### src/rtl/par_to_serial.sv
// rtl/par_to_serial.sv - MSB-first word serializer with idle insertion and post-reset sync preamble
module par_to_serial #(
    parameter int                 WIDTH      = 8,
    parameter logic [WIDTH-1:0]   IDLE_WORD  = 8'hBC,
    parameter int                 SYNC_WORDS = 4
) (
    input  logic             clk,
    input  logic             reset_L,
    input  logic [WIDTH-1:0] data_in,
    input  logic             valid_in,
    output logic             ready_out,
    output logic             data_out,
    output logic             frame_start,
    output logic             active_out
);
    localparam int CW  = (WIDTH > 1) ? $clog2(WIDTH) : 1;
    localparam int SCW = (SYNC_WORDS > 1) ? $clog2(SYNC_WORDS) : 1;
    localparam logic [CW-1:0]  LAST_BIT  = CW'(WIDTH - 1);
    localparam logic [SCW-1:0] LAST_SYNC = SCW'(SYNC_WORDS - 1);

    typedef enum logic {SYNC, RUN} state_t;

    state_t           state;
    logic [CW-1:0]    cnt;
    logic [SCW-1:0]   sync_cnt;
    logic [WIDTH-1:0] shreg;
    logic             act;

    // Data is accepted only in RUN; every other load edge injects the idle word.
    always_ff @(posedge clk or negedge reset_L) begin
        if (!reset_L) begin
            cnt      <= LAST_BIT;
            shreg    <= '0;
            state    <= SYNC;
            sync_cnt <= '0;
            act      <= 1'b0;
        end else if (cnt == LAST_BIT) begin
            cnt <= '0;
            if (state == RUN && valid_in) begin
                shreg <= data_in;
                act   <= 1'b1;
            end else begin
                shreg <= IDLE_WORD;
                act   <= 1'b0;
            end
            if (state == SYNC) begin
                if (sync_cnt == LAST_SYNC)
                    state <= RUN;
                else
                    sync_cnt <= sync_cnt + 1'b1;
            end
        end else begin
            cnt   <= cnt + 1'b1;
            shreg <= {shreg[WIDTH-2:0], 1'b0};
        end
    end

    assign data_out    = shreg[WIDTH-1];
    assign frame_start = (cnt == '0);
    assign ready_out   = (state == RUN) && (cnt == LAST_BIT);
    assign active_out  = act;
endmodule

### config.mk
export PLATFORM = sky130hd
export DESIGN_NAME = par_to_serial
export DESIGN_NICKNAME = d
export VERILOG_FILES = /design/src/rtl/par_to_serial.sv
export SDC_FILE = /design/constraint.sdc
export NUM_CORES = 1
export LEC_CHECK = 0
export BUFFER_PORTS_ARGS = -buffer_cell sky130_fd_sc_hd__buf_2
export CORE_UTILIZATION = 31
export CTS_CLUSTER_DIAMETER = 200
export DETAILED_ROUTE_END_ITERATION = 6
export PLACE_DENSITY = 0.54
export SETUP_SLACK_MARGIN = 0.15
export SYNTH_ARGS = -nofsm -noshare
export SYNTH_HDL_FRONTEND = slang
export SYNTH_SLANG_ARGS = --single-unit
export TNS_END_PERCENT = 5
### constraint.sdc
create_clock -name clk -period 2.15 [get_ports clk]
set_input_delay 0.215 -clock clk [delete_from_list [all_inputs] [get_ports clk]]
set_output_delay 0.215 -clock clk [all_outputs]
set_load 0.05 [all_outputs]
==> results.md <==
- Cell variety after synth: 20
- Leak: 0.384 nW
- Crit path required time: 1.93 ns
- NetSw: 0.110 mW
- Largest family of logic cells by synthesized area: simple AND/OR/NAND/NOR gates
- Int Power: 0.376 mW
- Diode count: 0
- Gr ovfl total: 0
- Largest net degree at the start of global routing: 16
- Post-Route Setup TNS: 0 ns
- Switch share: 22.6%
- Max frequency: 528 MHz
- I/O pins: 15
- Vias per inst: 4.36
- Antenna violations before repair: 0
- Area of the mapped netlist: 648 um2
- Minimum clock period: 1.89 ns
- Hold WC Path Type: in -> reg
- Total track usage: 10.4%
- Most common cell after layout, fill and taps aside: buf_2
- Fraction of layout cells with a size suffix above 1: 36.1%
- Post-synth top area share: 46.3%
- Global-route wire length before repair: 1600 um
- Synth area leader: dfrtp_1
- Register area share after synthesis: 58.5%
- Arr. time, crit path: 1.68 ns
- Final hold viol count: 0
- Avg Inst Size Synth: 11.8 um2
- Site Rows: 16
- Pre-CTS WS: 0.452 ns
- CTS Buf Count: 3
- Run status: completed
- Slew Limit Fails: 0
- Die height: 47.7 um
- Worst-Margin Slew: 0.340 ns
- Syn nets: 70
- Setup bufs post-CTS: 0
- Via count: 432
- Drt total wl: 1070 um
- CTS tree: yes
- Routed wire per std cell: 10.8 um
- Core area: 1960 um2
- Final ANT Viol Nets: 0
- Final setup vio count: 0
- Clock power frac: 32.4%
- Root Buffer Master: clkbuf_4
- Clock Latency Late Sink: 0.28 ns
- Flop pwr share: 60.0%
- Die Area: 2280 um2
- Post-synthesis compound-gate area fraction: 7.72%
- Portion of netlist area occupied by mux cells: 4.05%
- Area Growth Syn to Fin: 19.1%
- WS Path Type: reg -> out
- DRC viols: 0
- Worst-case clock buffer depth: 2
- Detailed Place HPWL: 759 um
- Synth warnings: 0
- Final period util: 88.1%
- Fin nets: 88
- First drt pass iteration count: 5
- Initial core utilization: 33.0%
- Vias in the first global route: 354
- Max transition margin: 77.4%
- Total clock sinks: 15
- WHS: 0.171 ns
- RSZ-0062 raised after global routing: false
- Mapped Cells: 55
- Drt first-iter violations: 6
- Max cap viols: 0
- Max Clock Skew: 0.00340 ns
- Htree depth: 1
- XOR/XNOR Fraction of Synth Area: 1.35%
- Setup ws final: 0.255 ns
- #FFs+latches synth: 15
- Post-CTS sizing: 0
- Placer congestion estimate: 0.687
- Clock transition at path regs: 0.09 ns
- Top area cells in the synthesized netlist: dfrtp_1, dfstp_2, ha_1
- IO buf count: 14
- Commonest non-fill, non-tap cells in the layout: buf_2, dfrtp_1, inv_1, nor2_1, a31oi_1
- Logic pwr share: 7.6%
- Worst VDD drop: 0.000371 V
- Startpoint Class: register
- CP endpoint kind: output pin
- Adder-Cell Fraction of Synth Area: 7.72%
- PwrDens: 630 nW/um2
- Die W: 47.7 um
- Post-synthesis simple-gate area fraction: 11.8%
- Crit Path Max Fanout: 7
==> metrics by stage <==
stage	instances	area, um2	utilization (%)	power [mW]
4_1_cts	99	772	39.3	0.497
3_5_place_dp	94	736	37.5	0.334
3_3_place_gp	94	736	37.5	0.333
5_1_grt	99	772	39.3	0.513
2_1_floorplan	55	648	-	0.316
6_report	99	772	39.3	0.486
==> synth_stat cells <==
| library cell | count |
|---|---|
| buf_2 | 1 |
| nand4_1 | 2 |
| inv_1 | 9 |
| nor2b_1 | 1 |
| nor3b_2 | 1 |
| mux2_1 | 1 |
| a21o_2 | 1 |
| buf_4 | 1 |
| o21ai_1 | 2 |
| a31oi_1 | 5 |
| and3_1 | 1 |
| ha_1 | 4 |
| buf_6 | 1 |
| dfstp_2 | 3 |
| and2_2 | 1 |
| mux2_4 | 1 |
| dfrtp_1 | 12 |
| and2_4 | 1 |
| nor2_1 | 6 |
| xor2_1 | 1 |
==> power groups by stage <==
stage	clock, mW	sequential, mW	combinational (mW)
2_1_floorplan	0	0.304	0.0124
3_3_place_gp	0	0.297	0.0357
3_5_place_dp	0	0.297	0.0363
4_1_cts	0.167	0.292	0.0377
5_1_grt	0.179	0.293	0.0414
6_report	0.157	0.292	0.0368
==> logic make-up after synthesis <==
| logic type | count (synthesis) |
|---|---|
| XOR/XNOR | 1 |
| multiplexers | 2 |
| AO/OA/AOI/OAI | 8 |
| AND/OR/NAND/NOR | 13 |
| buffers and inverters | 12 |
| flip-flops | 15 |
| adder cells (fa/ha/maj) | 4 |
==> critical path, cell delays in order, from the launching register on <==
cell	delay [ns]
dfstp_2	0.55
ha_1	0.15
ha_1	0.26
and2_2	0.18
buf_2	0.25
==> layout make-up <==
cell class / instances / area [um2]
fillers: 215 / 1190
flip-flops and latches: 15 / 379
multi-input cells: 28 / 211
repair buffers: 16 / 87.6
inverters: 9 / 33.8
well taps: 27 / 33.8
clock buffers: 4 / 26.3
==> final timing paths <==
path	start	to	slack, ns	depth (start not counted)
worst max-delay path	cnt[0]	ready_out	0.26	4
worst min-delay path	data_in[3]	shreg[3]	0.17	3
worst max register to register	cnt[0]	sync_cnt[1]	0.47	4
min in group asynchronous	reset_L	shreg[0]	0.37	2
worst min register to register	sync_cnt[0]	sync_cnt[0]	0.49	1
max in group asynchronous	reset_L	cnt[2]	1.48	2
==> per-layer routing <==
metal / vias to the layer above / GRT usage (%) / share of wire, %
li1: 213 / - / -
met5: - / 0 / 0
met1: 209 / 13.9 / 48
met2: 10 / 15.1 / 48
met4: 0 / 1.67 / 0
met3: 0 / 5.66 / 4.7
==> state kept, by name (all words and copies together) (netlist names) <==
signal      flops
active_out      1
sync_cnt        2
shreg           8
cnt             3
state           1
==> repair_timing <==
action | 4_1_cts | 5_1_grt
hold buffers | 1 | 0
endpoints found under the hold margin | 12 | 0
endpoints found under the setup margin | 0 | 0
(Power assumes the default switching activity.)
